===== src/rtl/mux8to1_rr_arbiter.sv =====
// Eight-channel packet-aware round-robin gather onto a single registered stream.
// Each output beat carries its source index so a downstream demux can split it again.
module mux8to1_rr_arbiter #(
    parameter int W = 8
) (
    input  logic           clk_i,
    input  logic           rst_i,
    input  logic [7:0]     in_valid_i,
    input  logic [8*W-1:0] in_data_i,
    input  logic [7:0]     in_last_i,
    output logic [7:0]     in_ready_o,
    output logic           out_valid_o,
    output logic [W-1:0]   out_data_o,
    output logic [2:0]     out_sel_o,
    output logic           out_last_o,
    input  logic           out_ready_i,
    output logic           state_o,
    output logic [2:0]     ptr_o,
    output logic [2:0]     lch_o
);

    // Handshake: an input beat on channel k transfers when in_valid_i[k] && in_ready_o[k];
    // an output beat transfers when out_valid_o && out_ready_i. in_ready_o is at most one-hot.
    typedef enum logic {
        ST_ARB    = 1'b0,
        ST_LOCKED = 1'b1
    } state_t;

    state_t         state_q, state_d;
    logic [2:0]     ptr_q, ptr_d;
    logic [2:0]     lch_q, lch_d;
    logic           out_valid_q;
    logic [W-1:0]   out_data_q;
    logic [2:0]     out_sel_q;
    logic           out_last_q;

    logic           load_en;
    logic           grant_any;
    logic [2:0]     grant_idx;
    logic [2:0]     cand;
    logic           accept;
    logic [W-1:0]   sel_data;

    assign load_en = !out_valid_q || out_ready_i;

    // Descending scan so the candidate closest to ptr_q is written last and wins.
    always_comb begin
        grant_any = 1'b0;
        grant_idx = '0;
        cand      = '0;
        if (state_q == ST_LOCKED) begin
            grant_any = in_valid_i[lch_q];
            grant_idx = lch_q;
        end else begin
            for (int i = 7; i >= 0; i--) begin
                cand = ptr_q + 3'(i);
                if (in_valid_i[cand]) begin
                    grant_any = 1'b1;
                    grant_idx = cand;
                end
            end
        end
    end

    assign accept     = load_en && grant_any && !rst_i;
    assign in_ready_o = accept ? (8'b1 << grant_idx) : 8'b0;
    assign sel_data   = in_data_i[grant_idx*W +: W];

    always_comb begin
        state_d = state_q;
        ptr_d   = ptr_q;
        lch_d   = lch_q;
        if (accept) begin
            if (state_q == ST_ARB) begin
                if (in_last_i[grant_idx]) begin
                    ptr_d = grant_idx + 3'd1;
                end else begin
                    state_d = ST_LOCKED;
                    lch_d   = grant_idx;
                end
            end else if (in_last_i[lch_q]) begin
                state_d = ST_ARB;
                ptr_d   = lch_q + 3'd1;
            end
        end
    end

    always_ff @(posedge clk_i) begin
        if (rst_i) begin
            state_q     <= ST_ARB;
            ptr_q       <= '0;
            lch_q       <= '0;
            out_valid_q <= 1'b0;
            out_data_q  <= '0;
            out_sel_q   <= '0;
            out_last_q  <= 1'b0;
        end else begin
            state_q <= state_d;
            ptr_q   <= ptr_d;
            lch_q   <= lch_d;
            if (load_en) begin
                out_valid_q <= accept;
                if (accept) begin
                    out_data_q <= sel_data;
                    out_sel_q  <= grant_idx;
                    out_last_q <= in_last_i[grant_idx];
                end
            end
        end
    end

    assign out_valid_o = out_valid_q;
    assign out_data_o  = out_data_q;
    assign out_sel_o   = out_sel_q;
    assign out_last_o  = out_last_q;
    assign state_o     = (state_q == ST_LOCKED);
    assign ptr_o       = ptr_q;
    assign lch_o       = lch_q;

endmodule


===== config.mk =====
export PLATFORM = sky130hd
export DESIGN_NAME = mux8to1_rr_arbiter
export DESIGN_NICKNAME = d
export VERILOG_FILES = /design/src/rtl/mux8to1_rr_arbiter.sv
export SDC_FILE = /design/constraint.sdc
export NUM_CORES = 1
export LEC_CHECK = 0
export ABC_AREA = 1
export CAP_MARGIN = 20
export CORE_MARGIN = 2
export CORE_UTILIZATION = 43
export CTS_BUF_LIST = sky130_fd_sc_hd__clkbuf_4 sky130_fd_sc_hd__clkbuf_8
export CTS_CLUSTER_DIAMETER = 80
export DETAILED_ROUTE_END_ITERATION = 10
export PLACE_DENSITY_LB_ADDON = 0.05
export SETUP_SLACK_MARGIN = 0.5
export SYNTH_ARGS = -nofsm -noshare
export SYNTH_HDL_FRONTEND = slang
export SYNTH_SLANG_ARGS = --single-unit

===== constraint.sdc =====
create_clock -name clk_i -period 3.51 [get_ports clk_i]
set_input_delay 0.351 -clock clk_i [delete_from_list [all_inputs] [get_ports clk_i]]
set_output_delay 0.351 -clock clk_i [all_outputs]
set_load 0.02 [all_outputs]

==> metrics.md, run 1 <==
| Metric | Value |
|---|---|
| Yosys top cell by area | `nand2_1` |
| HP Start | `out_sel_o[2]` |
| Num ports | `111` |
| Cts bufs inserted | `3` |
| Worst-path clk slew | `0.08 ns` |
| Critical Path Sink Type | `primary output` |
| Syn Area/Cell | `5.61 sq um` |
| N_diodes | `0` |
| CTS tree | `built` |
| Total number of vias | `3311` |
| Clock Sinks | `20` |
| Worst Tran Pin Value | `0.847 ns` |
| Post-synth ARST share | `0%` |
| Share of the synthesized area in the top cell type | `23.5%` |
| DRT iter0 DRCs | `279` |
| Gr ovfl total | `0` |
| ANT nets after route | `0` |
| Post-DP HPWL | `6.45 mm` |
| Initial antenna violation count | `0` |
| WP data required | `3.16 ns` |
| Post-route clock period utilization | `85.3%` |
| Min cycle time layout | `2.99 ns` |
| FF-to-FF Start | `ptr_o[1]` |
| Final core occ | `77.6%` |
| Max-cap violations | `0` |
| Post-synthesis mux area share | `0%` |
| Mapped Area | `2310 sq um` |
| Outcome | `finished, final reports clean` |
| Initial core utilization | `45.0%` |
| CTS max path bufs | `2` |
| Layout cell share with drive strength beyond 1 | `21.0%` |
| Synth Flop Type | `dfxtp_1` |
| Root buf cell | `clkbuf_8` |
| Worst Reg-to-Reg Cells | `21` |
| Via density | `5.48` |
| Final Wtd Congestion | `0.927` |
| DR DRC count | `0` |
| Final hold vios | `0` |
| Worst-Skew Late Latency | `0.26 ns` |
| GRT Util Overall | `28.0%` |
| Seq/Total Area, Yosys | `17.3%` |
| Netlist cell types | `30` |
| Vias in the first global route | `2885` |
| Final setup skew | `0.00713 ns` |
| R2R Path End | `lch_o[0]` |
| Maximum clock frequency | `334 MHz` |
| Multi-input logic area | `1910 sq um` |
| Synth Area in Simple Gates | `55.1%` |
| Die height | `77.3 um` |
| Synth top cells by count | `nand2_1 (145), nand3_1 (99), inv_1 (31)` |
| Post-Synthesis Cells | `412` |
| XOR/XNOR Fraction of Synth Area | `1.89%` |
| DRT Wirelength | `8.94 mm` |
| Worst Hold Class | `reg2reg` |
| Critical path type | `reg2out` |
| Worst Hold Endpoint | `out_sel_o[2]` |
| Largest family of logic cells by synthesized area | `simple AND/OR/NAND/NOR gates` |
| Die area | `5980 sq um` |
| RSZ-0062 raised after global routing | `yes` |
| Post-Syn Nets | `502` |
| #FFs+latches synth | `20` |
| Startpoint types | `flop` |
| Htree depth | `1` |
| Worst EP arrival | `2.64 ns` |
| Synth Warn # | `0` |
| Setup TNS | `0 ns` |
| Number of detailed-route iterations in the first pass | `5` |
| Die Wd | `77.3 um` |
| Slew headroom | `43.2%` |
| Fillers | `424` |
| Hold depth | `2` |
| Hold Buf Count CTS | `0` |
| Final Net Count | `625` |
| # setup viols final | `0` |
| Post-synthesis adder-cell area fraction | `3.79%` |
| First-pass GRT wire length | `14.0 mm` |
| Wire per inst | `14.8 um` |
| CP Max Fanout | `8` |
| Core area | `5140 sq um` |
| Sequential Area | `409 sq um` |
| Max-slew violations | `0` |
| Rows | `26` |
| Synth area leaders | `nand2_1 (24%), nand3_1 (21%), dfxtp_1 (17%), inv_1 (5.0%), ha_1 (3.8%)` |
| Pin count of the biggest net entering global routing | `37` |
| I/O Buffers | `110` |
| Dominant cell by count in the synthesized netlist | `nand2_1` |
| Compound-Gate Fraction of Synth Area | `9.85%` |
| Post-synth EDFFs | `0` |
| Reg-to-reg setup timing slack | `0.58 ns` |
| Layout area overhead | `72.5%` |
==> worst max path at each step <==
| stage | from | to | slack (ns) |
|---|---|---|---|
| detailed placement | in_valid_i[4] | in_ready_o[3] | 0.11 |
| global placement | in_valid_i[4] | in_ready_o[3] | 0.14 |
| CTS | ptr_o[0] | in_ready_o[3] | 0.49 |
| global route | in_valid_i[5] | in_ready_o[4] | 0.41 |
| finish | ptr_o[1] | in_ready_o[4] | 0.52 |
| floorplan | ptr_o[1] | in_ready_o[3] | 0.51 |
==> layout make-up <==
type	count	share of cell area [%]
clock buffers	4	1.38
inverters	42	4.52
multi-input cells	332	47.8
flip-flops and latches	20	10.3
well taps	70	2.20
repair buffers	136	33.8
==> sequential cells by signal (all words and copies together) (netlist names) <==
| name | cells |
|---|---|
| lch_o | 3 |
| out_sel_o | 3 |
| out_valid_o | 1 |
| state_o | 1 |
| out_last_o | 1 |
| out_data_o | 8 |
| ptr_o | 3 |
==> worst max-delay path, cell delays in order (launching register included) <==
cell and delay [ns]:
dfxtp_2 0.36, inv_4 0.07, ha_4 0.35, inv_8 0.06, nand3_4 0.09, nand3_4 0.09
nand2_2 0.08, nand2_2 0.05, a21oi_2 0.14, nor2_1 0.05, o21bai_1 0.19, nand4_1 0.18
a21oi_2 0.23, nand2_2 0.15, nor2_4 0.14, buf_6 0.12
==> cells in the final DEF, fill, tap and decap left out, types with 2 or more instances in the layout <==
master / n
ha_1: 2
inv_2: 9
nor3_4: 4
nand3_4: 4
nor2_2: 3
o21ai_0: 4
clkdlybuf4s50_1: 101
clkbuf_8: 4
o211ai_1: 9
buf_6: 8
nand3_1: 87
a21oi_1: 13
nand2_1: 136
a21oi_2: 5
nand4_1: 3
ha_4: 2
ha_2: 3
nor2_1: 11
buf_4: 23
inv_8: 2
a32o_1: 2
xnor2_1: 2
inv_1: 28
dfxtp_4: 2
xor2_2: 2
nand2_2: 13
nand2_4: 4
nand3_2: 14
dfxtp_1: 17
o21ai_1: 2
==> per-layer routing <==
| layer | vias to the layer above | share of wire [%] | global-route usage [%] |
|---|---|---|---|
| li1 | 1608 | - | - |
| met1 | 1504 | 44 | 41.6 |
| met2 | 175 | 46 | 42.3 |
| met3 | 24 | 7.8 | 3.37 |
| met4 | 0 | 2.7 | 8.04 |
| met5 | - | 0 | 0 |
==> kinds of logic after synthesis <==
family | count (synthesis)
AO/OA/AOI/OAI | 37
XOR/XNOR | 5
adder cells (fa/ha/maj) | 7
buffers and inverters | 60
flip-flops | 20
AND/OR/NAND/NOR | 283
==> what timing repair did <==
action	4_1_cts	5_1_grt
resized for setup	48	68
pin swaps	1	21
gates cloned	0	0
setup endpoints to repair	14	24
buffers inserted	1	15
==> metrics by stage <==
step	cell area [sq um]	hold slack (ns)	cells	worst slack, ns
2_1_floorplan	2370	0.413	412	0.509
3_3_place_gp	3520	0.458	584	0.141
3_5_place_dp	3520	0.470	584	0.113
4_1_cts	3600	0.484	589	0.495
5_1_grt	3990	0.520	604	0.411
6_report	3990	0.481	604	0.516
Power of run 1 is not shown: default switching activity piles up to over one toggle a cycle in this logic, so the estimate is an artifact.
==> run 2: changes to the inputs <==
--- a/config.mk
+++ b/config.mk
@@ -7,5 +7,4 @@
 export LEC_CHECK = 0
 export ABC_AREA = 1
-export CAP_MARGIN = 20
 export CORE_MARGIN = 2
 export CORE_UTILIZATION = 43
==> constraint.sdc (replaced) <==
create_clock -name clk_i -period 3.51 [get_ports clk_i]
set_input_delay 0.702 -clock clk_i [delete_from_list [all_inputs] [get_ports clk_i]]
set_output_delay 0.702 -clock clk_i [all_outputs]
set_load 0.02 [all_outputs]
==> metrics.md, run 2 (synthesis gave the netlist of run 1 again) <==
| Metric | Value |
|---|---|
| Outcome | `finished, final reports clean` |
| Vias in the first global route | `3022 (+4.7%)` |
| Final hold vios | `0 (unchanged)` |
| Reg-to-reg setup timing slack | `0.49 ns (-0.09 ns)` |
| Sequential Area | `409 sq um (unchanged)` |
| Slew headroom | `64.6% (+21 points)` |
| Die area | `5980 sq um (unchanged)` |
| Number of detailed-route iterations in the first pass | `6 (+1)` |
| GRT Util Overall | `29.6% (+1.6 points)` |
| Worst path cell trace | `inv_4 -> ha_4 -> nand3_2 -> nand3_2 -> nand2_4 -> a21oi_2 -> nand2_1 -> nand2_1 -> nand2_1 -> nand2_2 -> nand2_4 -> a21oi_4 -> ha_4 -> inv_2 -> nor3_4 -> buf_6` |
| Num ports | `111 (unchanged)` |
| Root buf cell | `clkbuf_8` |
| Cts bufs inserted | `3 (unchanged)` |
| # setup viols final | `0 (unchanged)` |
| Fillers | `352 (-17%)` |
| Final Net Count | `642 (+2.7%)` |
| Clock Sinks | `20 (unchanged)` |
| Worst hold slack | `0.510 ns (+0.0289 ns)` |
| Worst-path clk slew | `0.08 ns (about the same)` |
| CTS tree | `built` |
| Initial antenna violation count | `0 (unchanged)` |
| DRT iter0 DRCs | `276 (-1.1%)` |
| Met3 wire len | `835 um (+20%)` |
| CP Max Fanout | `6 (-2)` |
| Max-slew violations | `0 (unchanged)` |
| Via density | `5.48 (about the same)` |
| I/O Buffers | `110 (unchanged)` |
| Max-cap violations | `0 (unchanged)` |
| DR DRC count | `0 (unchanged)` |
| N_diodes | `0 (unchanged)` |
| Startpoint types | `flop` |
| Critical path type | `reg2out` |
| Critical path launch point | `ptr_o[0]` |
| Largest register FFs | `8 (unchanged)` |
| Worst-Skew Late Latency | `0.27 ns (about the same)` |
| Final setup skew | `0.00636 ns (-0.000771 ns)` |
| Hold Buf Count CTS | `0 (unchanged)` |
| Die Wd | `77.3 um (unchanged)` |
| Layout area overhead | `85.3%` |
| Initial core utilization | `45.0% (unchanged)` |
| First-pass GRT wire length | `14.5 mm (+3.7%)` |
| FF-to-FF Start | `ptr_o[0]` |
| Worst EP arrival | `2.67 ns (+0.03 ns)` |
| DRT Wirelength | `9.74 mm (+8.9%)` |
| Min cycle time layout | `3.37 ns (+0.377 ns)` |
| Cell mode on critical path | `nand2_1` |
| Top layer in use | `met4` |
| Die height | `77.3 um (unchanged)` |
| Worst Hold Class | `reg2reg` |
| Pin count of the biggest net entering global routing | `37 (unchanged)` |
| Critical Path Max Stage Delay | `0.38 ns (+0.02 ns)` |
| Wire per inst | `15.7 um (+5.9%)` |
| Post-Route M1 WL | `4.13 mm (+5.9%)` |
| Rows | `26 (unchanged)` |
| CTS max path bufs | `2 (unchanged)` |
| Worst path bufs/invs | `3 (unchanged)` |
| RSZ-0062 raised after global routing | `yes` |
| Final core occ | `83.3% (+5.7 points)` |
| Maximum clock frequency | `297 MHz (-11%)` |
| Final Wtd Congestion | `0.969 (+4.6%)` |
| Commonest non-fill, non-tap cells in the layout | `nand2_1 (118), clkdlybuf4s50_1 (94), nand3_1 (72)` |
| Wire length on met2 | `4.56 mm (+11%)` |
| Commonest non-fill, non-tap cell in the layout | `nand2_1` |
| Slowest cell on crit path | `dfxtp_4` |
| Multi-input logic area | `2090 sq um (+9.4%)` |
| Layout cell share with drive strength beyond 1 | `30.7% (+9.7 points)` |
| Setup TNS | `0 ns (unchanged)` |
| Post-route clock period utilization | `96.0% (+11 points)` |
| WP data required | `2.81 ns (-0.35 ns)` |
| Worst Tran Pin Value | `0.525 ns (-0.322 ns)` |
| Total number of vias | `3406 (+2.9%)` |
| Post-DP HPWL | `6.75 mm (+4.5%)` |
| Core area | `5140 sq um (unchanged)` |
| HP Start | `out_data_o[1]` |
| Crit path max-delay family | `simple AND/OR/NAND/NOR gates` |
| Gr ovfl total | `0 (unchanged)` |
| ANT nets after route | `0 (unchanged)` |
| Htree depth | `1 (unchanged)` |
| Critical Path Sink Type | `primary output` |
==> run 2: per-layer routing <==
metal | track usage (%) | vias to the layer above
li1 | - | 1635
met1 | 41.6 | 1572
met2 | 48.2 | 169
met3 | 3.49 | 30
met4 | 7.32 | 0
met5 | 0 | -
==> run 2: stage by stage <==
step	instances	setup WS (ns)	cell area (sq um)
after CTS	615	0.293	4060
final	621	0.139	4280
after floorplan	412	0.476	2530
after detailed placement	601	-0.544	3790
after global routing	621	0.0134	4280
after global placement	601	-0.545	3790
==> run 2: path summary, 6_finish.rpt <==
path,endpoint,cells past startpoint
worst max-delay path,in_ready_o[3],16
worst min register to register,out_data_o[1],2
worst max register to register,out_data_o[7],21
worst min-delay path,out_data_o[1],2
==> run 2: what timing repair did <==
item,CTS,global route
pin swaps,23,17
setup endpoints to repair,16,17
setup buffers,10,6
resized for setup,96,57
==> run 2: worst reg2reg max path: stages (launching register included) <==
cell      delay [ns]
dfxtp_4         0.38
inv_4           0.04
ha_4            0.35
nand3_2         0.14
nand3_2         0.14
nand2_4         0.08
a21oi_2         0.14
nand2_1         0.07
nand2_1         0.08
nand2_1         0.08
nand2_2         0.09
nand2_4         0.07
a21oi_4         0.25
buf_4           0.15
buf_4           0.11
buf_8           0.12
buf_4           0.13
nand3_1         0.10
nand3_2         0.09
nand3_1         0.09
o211ai_1        0.13
inv_1           0.07
==> run 2: area by class of cell <==
cell class	count	share of cell area (%)
clock buffers	4	1.29
multi-input cells	332	48.7
well taps	70	2.04
flip-flops and latches	20	9.55
inverters	42	4.15
repair buffers	153	34.3
Power of run 2 is left out for the same reason.
==> run 3: changes to the inputs <==
Settings changed: CELL_PAD_IN_SITES_DETAIL_PLACEMENT set to 1, CELL_PAD_IN_SITES_GLOBAL_PLACEMENT set to 1, CORE_UTILIZATION 43 to 27.
==> metrics.md, run 3 (synthesis gave the netlist of run 1 again) <==
| Metric | Value |
|---|---|
| Wire per inst | `17.7 um (+13%)` |
| Final setup skew | `0.00573 ns (-0.000626 ns)` |
| Maximum clock frequency | `285 MHz (-4.0%)` |
| GRT Util Overall | `24.1% (-5.5 points)` |
| Startpoint types | `primary input` |
| Final hold vios | `0 (unchanged)` |
| Reg-to-reg setup timing slack | `0.39 ns (-0.10 ns)` |
| Final worst slack | `-0.000375 ns (-0.139 ns)` |
| Vias in the first global route | `3562 (+18%)` |
| ANT nets after route | `0 (unchanged)` |
| Largest register FFs | `8 (unchanged)` |
| Final Net Count | `652 (+1.6%)` |
| Die Wd | `96.5 um (+25%)` |
| Worst Tran Pin Value | `0.353 ns (-0.172 ns)` |
| Slew headroom | `76.2% (+12 points)` |
| CTS max path bufs | `2 (unchanged)` |
| Critical path type | `in2out` |
| Core area | `8260 sq um (+61%)` |
| Max-cap violations | `0 (unchanged)` |
| Worst-Skew Late Latency | `0.26 ns (about the same)` |
| I/O Buffers | `110 (unchanged)` |
| Failing checks | `setup timing` |
| Commonest non-fill, non-tap cells in the layout | `nand2_1 (115), clkdlybuf4s50_1 (94), nand3_1 (56)` |
| Layout cell share with drive strength beyond 1 | `35.3% (+4.6 points)` |
| Total number of vias | `3455 (+1.4%)` |
| Worst EP arrival | `2.81 ns (+0.14 ns)` |
| Layout area overhead | `96.4%` |
| Placed cell areas | `3940 sq um (+3.8%)` |
| Hold depth | `2 (unchanged)` |
| Cts bufs inserted | `3 (unchanged)` |
| N_diodes | `0 (unchanged)` |
| Final Wtd Congestion | `1.02 (+5.6%)` |
| Pin count of the biggest net entering global routing | `35 (-5.4%)` |
| Critical Path Sink Type | `primary output` |
| CP Max Fanout | `4 (-2)` |
| Commonest non-fill, non-tap cell in the layout | `nand2_1` |
| Num ports | `111 (unchanged)` |
| Min cycle time layout | `3.51 ns (+0.139 ns)` |
| WP data required | `2.81 ns (about the same)` |
| # setup viols final | `1 (+1)` |
| Post-DP HPWL | `8.41 mm (+25%)` |
| Initial antenna violation count | `0 (unchanged)` |
| Die area | `9320 sq um (+56%)` |
| Fillers | `1054 (+200%)` |
| Sequential Area | `408 sq um (-0.31%)` |
| Rows | `33 (+27%)` |
| Gr ovfl total | `0 (unchanged)` |
| DR DRC count | `0 (unchanged)` |
| Outcome | `finished with violations` |
| Worst Reg-to-Reg Cells | `24 (+14%)` |
| CTS tree | `built` |
| Via density | `5.19 (-5.4%)` |
| Root buf cell | `clkbuf_8` |
| Multi-input logic area | `2190 sq um (+5.0%)` |
| Initial core utilization | `28.0% (-17 points)` |
| Clock Sinks | `20 (unchanged)` |
| Worst-path clk slew | `0.08 ns (about the same)` |
| Htree depth | `1 (unchanged)` |
| Number of detailed-route iterations in the first pass | `4 (-2)` |
| First-pass GRT wire length | `17.2 mm (+18%)` |
| DRT Wirelength | `11.8 mm (+21%)` |
| Max-slew violations | `0 (unchanged)` |
| DRT iter0 DRCs | `99 (-64%)` |
| RSZ-0062 raised after global routing | `yes` |
| Worst Hold Class | `reg2reg` |
| Die height | `96.5 um (+25%)` |
| Post-route clock period utilization | `100% (+4.0 points)` |
| Final Instance Area | `4540 sq um (+6.0%)` |
## run 3: cell count changes in the layout (fill, tap and decap cells not counted), moves of 3 or more
cell             before  now
buf_6                11   16
nand3_1              72   56
buf_8                 3    0
nand2_1             118  115
clkbuf_2              5    0
nand2_2              27   31
buf_4                35   42
nand3_2              28   42
clkdlybuf4s15_2       0    3
## run 3: layout make-up
type                       instances  area share [%]
inverter                          42            4.02
clock buffer                       4            1.07
tap                              105            2.89
sequential                        20            8.98
multi-input combinational        332            48.3
timing repair buffer             163            34.8
## run 3: critical path, cell delays in order
cell	delay [ns]
clkdlybuf4s15_1	0.23
nand2_2	0.12
nand3_2	0.10
nand3_1	0.21
nand2_1	0.18
nor2_1	0.24
o21ai_0	0.16
nand2_1	0.13
nand2_4	0.08
nand2_8	0.09
buf_6	0.13
ha_4	0.14
inv_4	0.04
nor3_4	0.11
buf_6	0.13
## run 3: final timing paths
| path | startpoint | end |
|---|---|---|
| max reg2reg | ptr_o[1] | lch_o[0] |
| min | out_sel_o[2] | out_sel_o[2] |
| max | in_valid_i[5] | in_ready_o[2] |
| min reg2reg | out_sel_o[2] | out_sel_o[2] |
## run 3: stage by stage
stage	util [%]	setup TNS, ns	setup WS [ns]	instances	hold slack (ns)
after floorplan	-	0	0.476	412	0.539
after global placement	47.7	-3.88	-0.536	646	0.452
after detailed placement	47.7	-4.25	-0.569	646	0.457
after CTS	52.3	0	0.283	663	0.469
after global routing	55.0	-0.585	-0.119	666	0.486
final	55.0	-0.000375	-0.000375	666	0.465
## run 3: metal layers
metal | GRT usage (%) | up-vias | wire length, um
met3 | 5.59 | 41 | 663
li1 | - | 1654 | -
met4 | 7.63 | 0 | 513
met5 | 0 | - | 0
met1 | 24.2 | 1641 | 4280
met2 | 48.2 | 119 | 6360
## run 3: timing repair
item | 4_1_cts | 5_1_grt
hold buffers | 0 | 0
setup endpoints to repair | 16 | 24
gates resized for setup | 121 | 48
pin swaps | 23 | 18
cloned | 0 | 0
buffers inserted | 13 | 3
Power of run 3 is left out for the same reason.
